$ cat config.mk
export PLATFORM = sky130hd
export DESIGN_NAME = fetch_cache_mo_flat
export DESIGN_NICKNAME = d
export VERILOG_FILES = /design/src/rtl/fetch_pkg.sv /design/src/rtl/fetch_cache_mo_if.sv /design/src/rtl/fetch_rsp_buf.sv /design/src/rtl/fetch_cache_mo.sv /design/src/flat_wrapper.sv
export SDC_FILE = /design/constraint.sdc
export NUM_CORES = 1
export LEC_CHECK = 0
export BUFFER_PORTS_ARGS = -buffer_cell sky130_fd_sc_hd__buf_4
export CAP_MARGIN = 40
export CORE_UTILIZATION = 38
export DETAILED_ROUTE_END_ITERATION = 10
export SLEW_MARGIN = 20
export SYNTH_ARGS = -nofsm -noshare
export SYNTH_HDL_FRONTEND = slang
export SYNTH_SLANG_ARGS = --single-unit
$ cat constraint.sdc
create_clock -name clk -period 6.3 [get_ports clk]
set_clock_uncertainty 0.05 [all_clocks]
set_input_delay 0.63 -clock clk [delete_from_list [all_inputs] [get_ports clk]]
set_output_delay 0.63 -clock clk [all_outputs]
set_load 0.02 [all_outputs]
$ cat src/rtl/fetch_pkg.sv
// fetch_cache_mo shared types and defaults.
// FSM encoding, NOP word and default widths.
package fetch_pkg;

  localparam int DATA_W_D       = 32;
  localparam int ADDR_W_D       = 32;
  localparam int CACHE_ADDR_W_D = 25;
  localparam int IDX_W_D        = 21;
  localparam int MAX_OUTST_D    = 4;

  localparam logic [31:0] INST_NOP = 32'h0000_0013;

  typedef enum logic {
    RUN   = 1'b0,
    DRAIN = 1'b1
  } fsm_e;

endpackage

$ cat src/rtl/fetch_cache_mo_if.sv
// Read-only instruction cache bus.
// master = fetch engine, slave = cache.
interface fetch_cache_mo_if
  import fetch_pkg::*;
#(
  parameter int DATA_W       = DATA_W_D,
  parameter int CACHE_ADDR_W = CACHE_ADDR_W_D
);

  logic [CACHE_ADDR_W-1:0] o_p_addr;
  logic                    o_p_read;
  logic                    o_p_write;
  logic [DATA_W/8-1:0]     o_p_byte_en;
  logic [DATA_W-1:0]       o_p_writedata;
  logic [DATA_W-1:0]       i_p_readdata;
  logic                    i_p_readdata_valid;
  logic                    i_p_waitrequest;

  modport master (
    output o_p_addr, o_p_read, o_p_write,
    output o_p_byte_en, o_p_writedata,
    input  i_p_readdata, i_p_readdata_valid,
    input  i_p_waitrequest
  );

  modport slave (
    input  o_p_addr, o_p_read, o_p_write,
    input  o_p_byte_en, o_p_writedata,
    output i_p_readdata, i_p_readdata_valid,
    output i_p_waitrequest
  );

endinterface

$ cat src/rtl/fetch_rsp_buf.sv
// Circular response buffer for returned words.
// Clear wins over push/pop; pointers wrap at DEPTH.
module fetch_rsp_buf
  import fetch_pkg::*;
#(
  parameter  int DEPTH = MAX_OUTST_D,
  parameter  int WIDTH = DATA_W_D,
  localparam int PW    = $clog2(DEPTH),
  localparam int CW    = PW + 1
) (
  input  logic             clk,
  input  logic             rst_n,
  input  logic             clr_i,
  input  logic             push_i,
  input  logic             pop_i,
  input  logic [WIDTH-1:0] data_i,
  output logic [WIDTH-1:0] data_o,
  output logic [CW-1:0]    cnt_o
);

  logic [WIDTH-1:0] mem_q [DEPTH];
  logic [PW-1:0]    wr_q;
  logic [PW-1:0]    rd_q;
  logic [CW-1:0]    cnt_q;

  assign data_o = mem_q[rd_q];
  assign cnt_o  = cnt_q;

  // storage, pointers and occupancy
  always_ff @(posedge clk or negedge rst_n) begin
    if (!rst_n) begin
      for (int i = 0; i < DEPTH; i++)
        mem_q[i] <= WIDTH'(INST_NOP);
      wr_q  <= '0;
      rd_q  <= '0;
      cnt_q <= '0;
    end else if (clr_i) begin
      wr_q  <= '0;
      rd_q  <= '0;
      cnt_q <= '0;
    end else begin
      if (push_i) begin
        mem_q[wr_q] <= data_i;
        wr_q        <= wr_q + 1'b1;
      end
      if (pop_i)
        rd_q <= rd_q + 1'b1;
      cnt_q <= cnt_q + CW'(push_i) - CW'(pop_i);
    end
  end

endmodule

$ cat src/rtl/fetch_cache_mo.sv
// Multi-outstanding instruction fetch engine.
// Issues up to MAX_OUTST reads, buffers words, drops stale ones.
module fetch_cache_mo
  import fetch_pkg::*;
#(
  parameter int DATA_W       = DATA_W_D,
  parameter int ADDR_W       = ADDR_W_D,
  parameter int CACHE_ADDR_W = CACHE_ADDR_W_D,
  parameter int IDX_W        = IDX_W_D,
  parameter int MAX_OUTST    = MAX_OUTST_D
) (
  input  logic              clk,
  input  logic              rst_n,
  input  logic              jump_flag_i,
  input  logic              flush_i,
  input  logic              jtag_reset_flag_i,
  fetch_cache_mo_if.master  cache,
  input  logic [ADDR_W-1:0] addr_fifo_r,
  input  logic              addr_fifo_empty,
  output logic              addr_fifo_ren,
  input  logic              inst_fifo_full,
  output logic [DATA_W-1:0] inst_fifo_r,
  output logic              inst_fifo_wen,
  output logic              inst_fifo_rstn
);

  localparam int CW = $clog2(MAX_OUTST) + 1;
  // repeated kills can stack stale reads beyond one window
  localparam int DW = CW + 2;

  logic          kill;
  logic          accept;
  logic          rsp;
  logic          dropping;
  logic          rsp_live;
  logic [CW-1:0] outst_q, outst_d;
  logic [DW-1:0] drop_q, drop_d;
  logic [CW-1:0] buf_cnt;
  logic [CW:0]   occ;
  fsm_e          state_q;
  logic          rstn_q;
  logic          unused_addr;

  assign kill = jump_flag_i | flush_i | jtag_reset_flag_i;
  assign occ  = {1'b0, outst_q} + {1'b0, buf_cnt};

  assign cache.o_p_read = ~addr_fifo_empty & ~kill
                        & (occ < (CW+1)'(MAX_OUTST));
  assign cache.o_p_addr      = CACHE_ADDR_W'(addr_fifo_r[IDX_W+1:2]);
  assign cache.o_p_write     = 1'b0;
  assign cache.o_p_byte_en   = '0;
  assign cache.o_p_writedata = '0;

  assign unused_addr = ^{addr_fifo_r[ADDR_W-1:IDX_W+2],
                         addr_fifo_r[1:0]};

  assign accept        = cache.o_p_read & ~cache.i_p_waitrequest;
  assign addr_fifo_ren = accept;

  assign rsp      = cache.i_p_readdata_valid;
  assign dropping = rsp & (drop_q != '0);
  assign rsp_live = rsp & ~dropping;

  assign inst_fifo_wen  = (buf_cnt != '0) & ~inst_fifo_full & ~kill;
  assign inst_fifo_rstn = rstn_q;

  fetch_rsp_buf #(
    .DEPTH (MAX_OUTST),
    .WIDTH (DATA_W)
  ) u_buf (
    .clk    (clk),
    .rst_n  (rst_n),
    .clr_i  (kill),
    .push_i (rsp_live & ~kill),
    .pop_i  (inst_fifo_wen),
    .data_i (cache.i_p_readdata),
    .data_o (inst_fifo_r),
    .cnt_o  (buf_cnt)
  );

  // next in-flight and stale-drop counts; kill moves live reads to drop
  always_comb begin
    outst_d = outst_q + CW'(accept) - CW'(rsp_live);
    drop_d  = drop_q - DW'(dropping);
    if (kill) begin
      outst_d = '0;
      drop_d  = drop_q - DW'(dropping)
              + DW'(outst_q) - DW'(rsp_live);
    end
  end

  // counter registers
  always_ff @(posedge clk or negedge rst_n) begin
    if (!rst_n) begin
      outst_q <= '0;
      drop_q  <= '0;
    end else begin
      outst_q <= outst_d;
      drop_q  <= drop_d;
    end
  end

  // RUN/DRAIN tracking and registered instruction FIFO clear
  always_ff @(posedge clk or negedge rst_n) begin
    if (!rst_n) begin
      state_q <= RUN;
      rstn_q  <= 1'b0;
    end else begin
      rstn_q <= ~kill;
      unique case (1'b1)
        state_q == RUN:
          if (kill && drop_d != '0) state_q <= DRAIN;
        state_q == DRAIN:
          if (drop_d == '0) state_q <= RUN;
      endcase
    end
  end

endmodule

$ cat src/flat_wrapper.sv
// flat-port wrapper written by rule: the top's interface ports become plain ports
module fetch_cache_mo_flat import fetch_pkg::*;
#(
  parameter int DATA_W       = DATA_W_D,
  parameter int ADDR_W       = ADDR_W_D,
  parameter int CACHE_ADDR_W = CACHE_ADDR_W_D,
  parameter int IDX_W        = IDX_W_D,
  parameter int MAX_OUTST    = MAX_OUTST_D
)
  (clk, rst_n, jump_flag_i, flush_i, jtag_reset_flag_i, addr_fifo_r, addr_fifo_empty, addr_fifo_ren, inst_fifo_full, inst_fifo_r, inst_fifo_wen, inst_fifo_rstn, cache_o_p_addr, cache_o_p_read, cache_o_p_write, cache_o_p_byte_en, cache_o_p_writedata, cache_i_p_readdata, cache_i_p_readdata_valid, cache_i_p_waitrequest);
  fetch_cache_mo_if #(.DATA_W(DATA_W), .CACHE_ADDR_W(CACHE_ADDR_W)) cache_i ();
  input  logic clk;
  input  logic rst_n;
  input  logic jump_flag_i;
  input  logic flush_i;
  input  logic jtag_reset_flag_i;
  input  logic [ADDR_W-1:0] addr_fifo_r;
  input  logic addr_fifo_empty;
  output logic addr_fifo_ren;
  input  logic inst_fifo_full;
  output logic [DATA_W-1:0] inst_fifo_r;
  output logic inst_fifo_wen;
  output logic inst_fifo_rstn;
  output wire logic [$bits(cache_i.o_p_addr)-1:0] cache_o_p_addr;
  output wire logic [$bits(cache_i.o_p_read)-1:0] cache_o_p_read;
  output wire logic [$bits(cache_i.o_p_write)-1:0] cache_o_p_write;
  output wire logic [$bits(cache_i.o_p_byte_en)-1:0] cache_o_p_byte_en;
  output wire logic [$bits(cache_i.o_p_writedata)-1:0] cache_o_p_writedata;
  input wire logic [$bits(cache_i.i_p_readdata)-1:0] cache_i_p_readdata;
  input wire logic [$bits(cache_i.i_p_readdata_valid)-1:0] cache_i_p_readdata_valid;
  input wire logic [$bits(cache_i.i_p_waitrequest)-1:0] cache_i_p_waitrequest;
  assign cache_o_p_addr = cache_i.o_p_addr;
  assign cache_o_p_read = cache_i.o_p_read;
  assign cache_o_p_write = cache_i.o_p_write;
  assign cache_o_p_byte_en = cache_i.o_p_byte_en;
  assign cache_o_p_writedata = cache_i.o_p_writedata;
  assign cache_i.i_p_readdata = cache_i_p_readdata;
  assign cache_i.i_p_readdata_valid = cache_i_p_readdata_valid;
  assign cache_i.i_p_waitrequest = cache_i_p_waitrequest;
  fetch_cache_mo #(.DATA_W(DATA_W), .ADDR_W(ADDR_W), .CACHE_ADDR_W(CACHE_ADDR_W), .IDX_W(IDX_W), .MAX_OUTST(MAX_OUTST)) u_core (.clk(clk), .rst_n(rst_n), .jump_flag_i(jump_flag_i), .flush_i(flush_i), .jtag_reset_flag_i(jtag_reset_flag_i), .cache(cache_i), .addr_fifo_r(addr_fifo_r), .addr_fifo_empty(addr_fifo_empty), .addr_fifo_ren(addr_fifo_ren), .inst_fifo_full(inst_fifo_full), .inst_fifo_r(inst_fifo_r), .inst_fifo_wen(inst_fifo_wen), .inst_fifo_rstn(inst_fifo_rstn));
endmodule
==> results.yml <==
grt:
  grt_first_pass_wirelength_mm: 24.3
  grt_max_degree: 93
  antenna_found_initial: 0
  track_usage_pct: 14.9
  gr-total-overflow: 0
  first_global_vias: 4374
synth:
  synthMostInstantiatedCell: "dfrtp_1"
  synth_seq_cells: 144
  synth-seq-area-share_pct: 46.2
  synth_edf_count: 0
  synth_common_cells: "132 x dfrtp_1, 120 x mux2_4, 62 x buf_4"
  yosys-top-cells-area: "dfrtp_1 42%, mux2_4 23%, mux4_2 9.2%"
  yosysTopAreaCellShare_pct: 42.1
  synth_area_leader_cell: "dfrtp_1"
  ys_types: 35
  syn_avg_cell_area_um2: 15.8
  ys.flop_type: "dfrtp_1"
  synthArstFlopShare_pct: 100
  synthCells: 495
  ys_warn_count: 0
  netlist_area_mm2: 0.00784
finish:
  nets: 644
  syn_to_final_growth_pct: 13.3
  diodes: 0
  final_util_pct: 43.9
  layout-drive-gt1-share_pct: 52.3
  n_fill_cell: 1802
  design_area_mm2: 0.00888
pwr:
  ir_drop_mv: 0.136
  p_total_w: 0.00280
  cellLeakagePower_nw: 4.59
  pwr_density_cell_mw_per_mm2: 315
worst_setup_path:
  rrSetupSlack_ns: 3.20
  critPathCaptureType: "output pin"
  cp_cell_sequence: "buf_4, mux4_2, buf_4"
  crit_required_ns: 5.62
  startpoint: "u_core.u_buf.rd_q[0]$_DFFE_PN0P_"
  crit_arrival_ns: 2.42
  critical_path_class: "flop to output pin"
  cpPeakStageDelay_ns: 0.70
  worstReg2RegStart: "u_core.drop_q[2]$_DFF_PN0_"
  path_common_cell: "buf_4"
  cp-start-kind: "flop"
  crit_path_max_fanout: 21
  slowest_stage: "dfrtp_2"
timing:
  max_freq_ghz: 0.323
  worstMarginPinSlew_ns: 0.685
  finalCritPeriodShare_pct: 49.2
  fin_tns_setup_ns: 0
  drv_slew: 0
  fin_crit_ns: 3.10
  rsz0062_at_grt: "no"
  finalHoldViolations: 0
  slew_headroom_pct: 54.3
  setup_viol: 0
  final.setup.worst_slack_ns: 3.20
floorplanning:
  die_w_um: 146
  fp-row-count: 52
  start_util_pct: 38.7
  die_area_mm2: 0.0212
  die_h_um: 146
  core_mm2: 0.0202
  ios: 171
cts:
  clkSinkCount: 144
  cts-root-buf: "clkbuf_16"
  htreeDepth: 4
  clk_pin_slew_ns: 0.06
  clk_path_buf_depth: 2
  insertion_delay_ns: 0.41
  cts_tree: "built"
  numCtsBuffers: 17
route:
  drtIter0Drc: 151
  drc_errors: 0
  vias: 3937
  wl_mm: 14.7
  drtPass1Iterations: 4
  wire_per_inst_um: 17.7
  via_per_inst: 4.73
  antenna_left: 0
status:
  status: "completed"
placement:
  dp_hpwl_mm: 9.25
  io_buffer_count: 76
  globalplace.congestion: 0.674
  dpl_cell_area_mm2: 0.00817
  place_ws_ns: 3.15
hold_path:
  hold_start: "cache_i_p_readdata[7]"
  worstHoldPathType: "input port to flop"
flow_run:
  maxCapViolCount: 0
-- state kept, by name, indices dropped and copies added (netlist names) --
register               flops
u_core.u_buf.mem_q       128
u_core.drop_q              5
u_core.outst_q             3
u_core.u_buf.cnt_o         3
u_core.u_buf.rd_q          2
u_core.u_buf.wr_q          2
u_core.inst_fifo_rstn      1
-- placed cells by master, fill, tap and decap left out, drive strengths merged, types with 8 or more instances in the layout --
cell type / synthesis / routed
dfstp: 12 / 12
mux4: 32 / 32
nor2: 13 / 13
conb: 1 / 41
mux2: 128 / 128
dfrtp: 132 / 132
xnor2: 10 / 10
buf: 79 / 80
nand2: 8 / 8
ha: 19 / 19
inv: 22 / 22
clkbuf: 7 / 23
-- timing repair --
action	4_1_cts	5_1_grt
buffers inserted	0	0
resized for setup	0	0
hold endpoints to repair	0	6
hold buffers	0	1
-- report_power, final --
| group | total (W) | switching, W | internal [W] | leakage [nW] |
|---|---|---|---|---|
| sequential | 0.00104 | 0.0000419 | 0.000999 | 1.95 |
| combinational | 0.000619 | 0.000302 | 0.000316 | 2.32 |
| clock | 0.00114 | 0.000380 | 0.000755 | 0.329 |
| total | 0.00280 | 0.000724 | 0.00207 | 4.59 |
-- metrics by stage --
step	hold WS, ns	instances
6_report	0.420	832
3_3_place_gp	0.431	797
2_1_floorplan	0.284	535
3_5_place_dp	0.440	798
5_1_grt	0.405	832
4_1_cts	0.272	830
-- logic make-up (layout without fill, tap and decap cells) --
logic type	after synthesis	after routing	synth area share, %
multiplexers	162	162	33.6
AO/OA/AOI/OAI	7	7	0.479
XOR/XNOR	13	13	1.45
AND/OR/NAND/NOR	37	37	3.30
other	1	41	0.0478
adder cells (fa/ha/maj)	22	22	3.80
flip-flops	144	144	46.2
buffers and inverters	109	136	11.2
-- worst max-delay path: cells and delay by family (launching register included) --
| family | cells | cell delay (ns) |
|---|---|---|
| DFF | 1 | 0.70 |
| buffers and inverters | 2 | 0.69 |
| muxes | 1 | 0.60 |
-- metal layers --
| layer | wire (um) | track usage [%] | vias up |
|---|---|---|---|
| met5 | 0 | 0 | - |
| met4 | 182 | 4.95 | 0 |
| met3 | 572 | 3.95 | 23 |
| met2 | 7330 | 23.9 | 93 |
| met1 | 6620 | 19.7 | 2087 |
| li1 | - | - | 1734 |
-- cell type report --
cell class	count	area (um^2)	share of cell area [%]
clock buffer	23	498	5.61
tap	270	338	3.80
sequential	144	3620	40.8
inverter	23	98.8	1.11
timing repair buffer	81	654	7.37
multi-input combinational	282	3490	39.3
clock inverter	9	176	1.99
-- path summary, 6_finish.rpt --
path	depth (start not counted)	end
worst max-delay path	3	inst_fifo_r[28]
worst min-delay path	2	u_core.u_buf.mem_q[103]$_DFFE_PN0P_
worst max register to register	12	u_core.drop_q[4]$_DFF_PN0_
worst min register to register	1	u_core.u_buf.mem_q[57]$_DFFE_PN0P_
max in group asynchronous	4	u_core.u_buf.rd_q[0]$_DFFE_PN0P_
min in group asynchronous	2	u_core.u_buf.mem_q[70]$_DFFE_PN0P_
(Power assumes the default switching activity.)
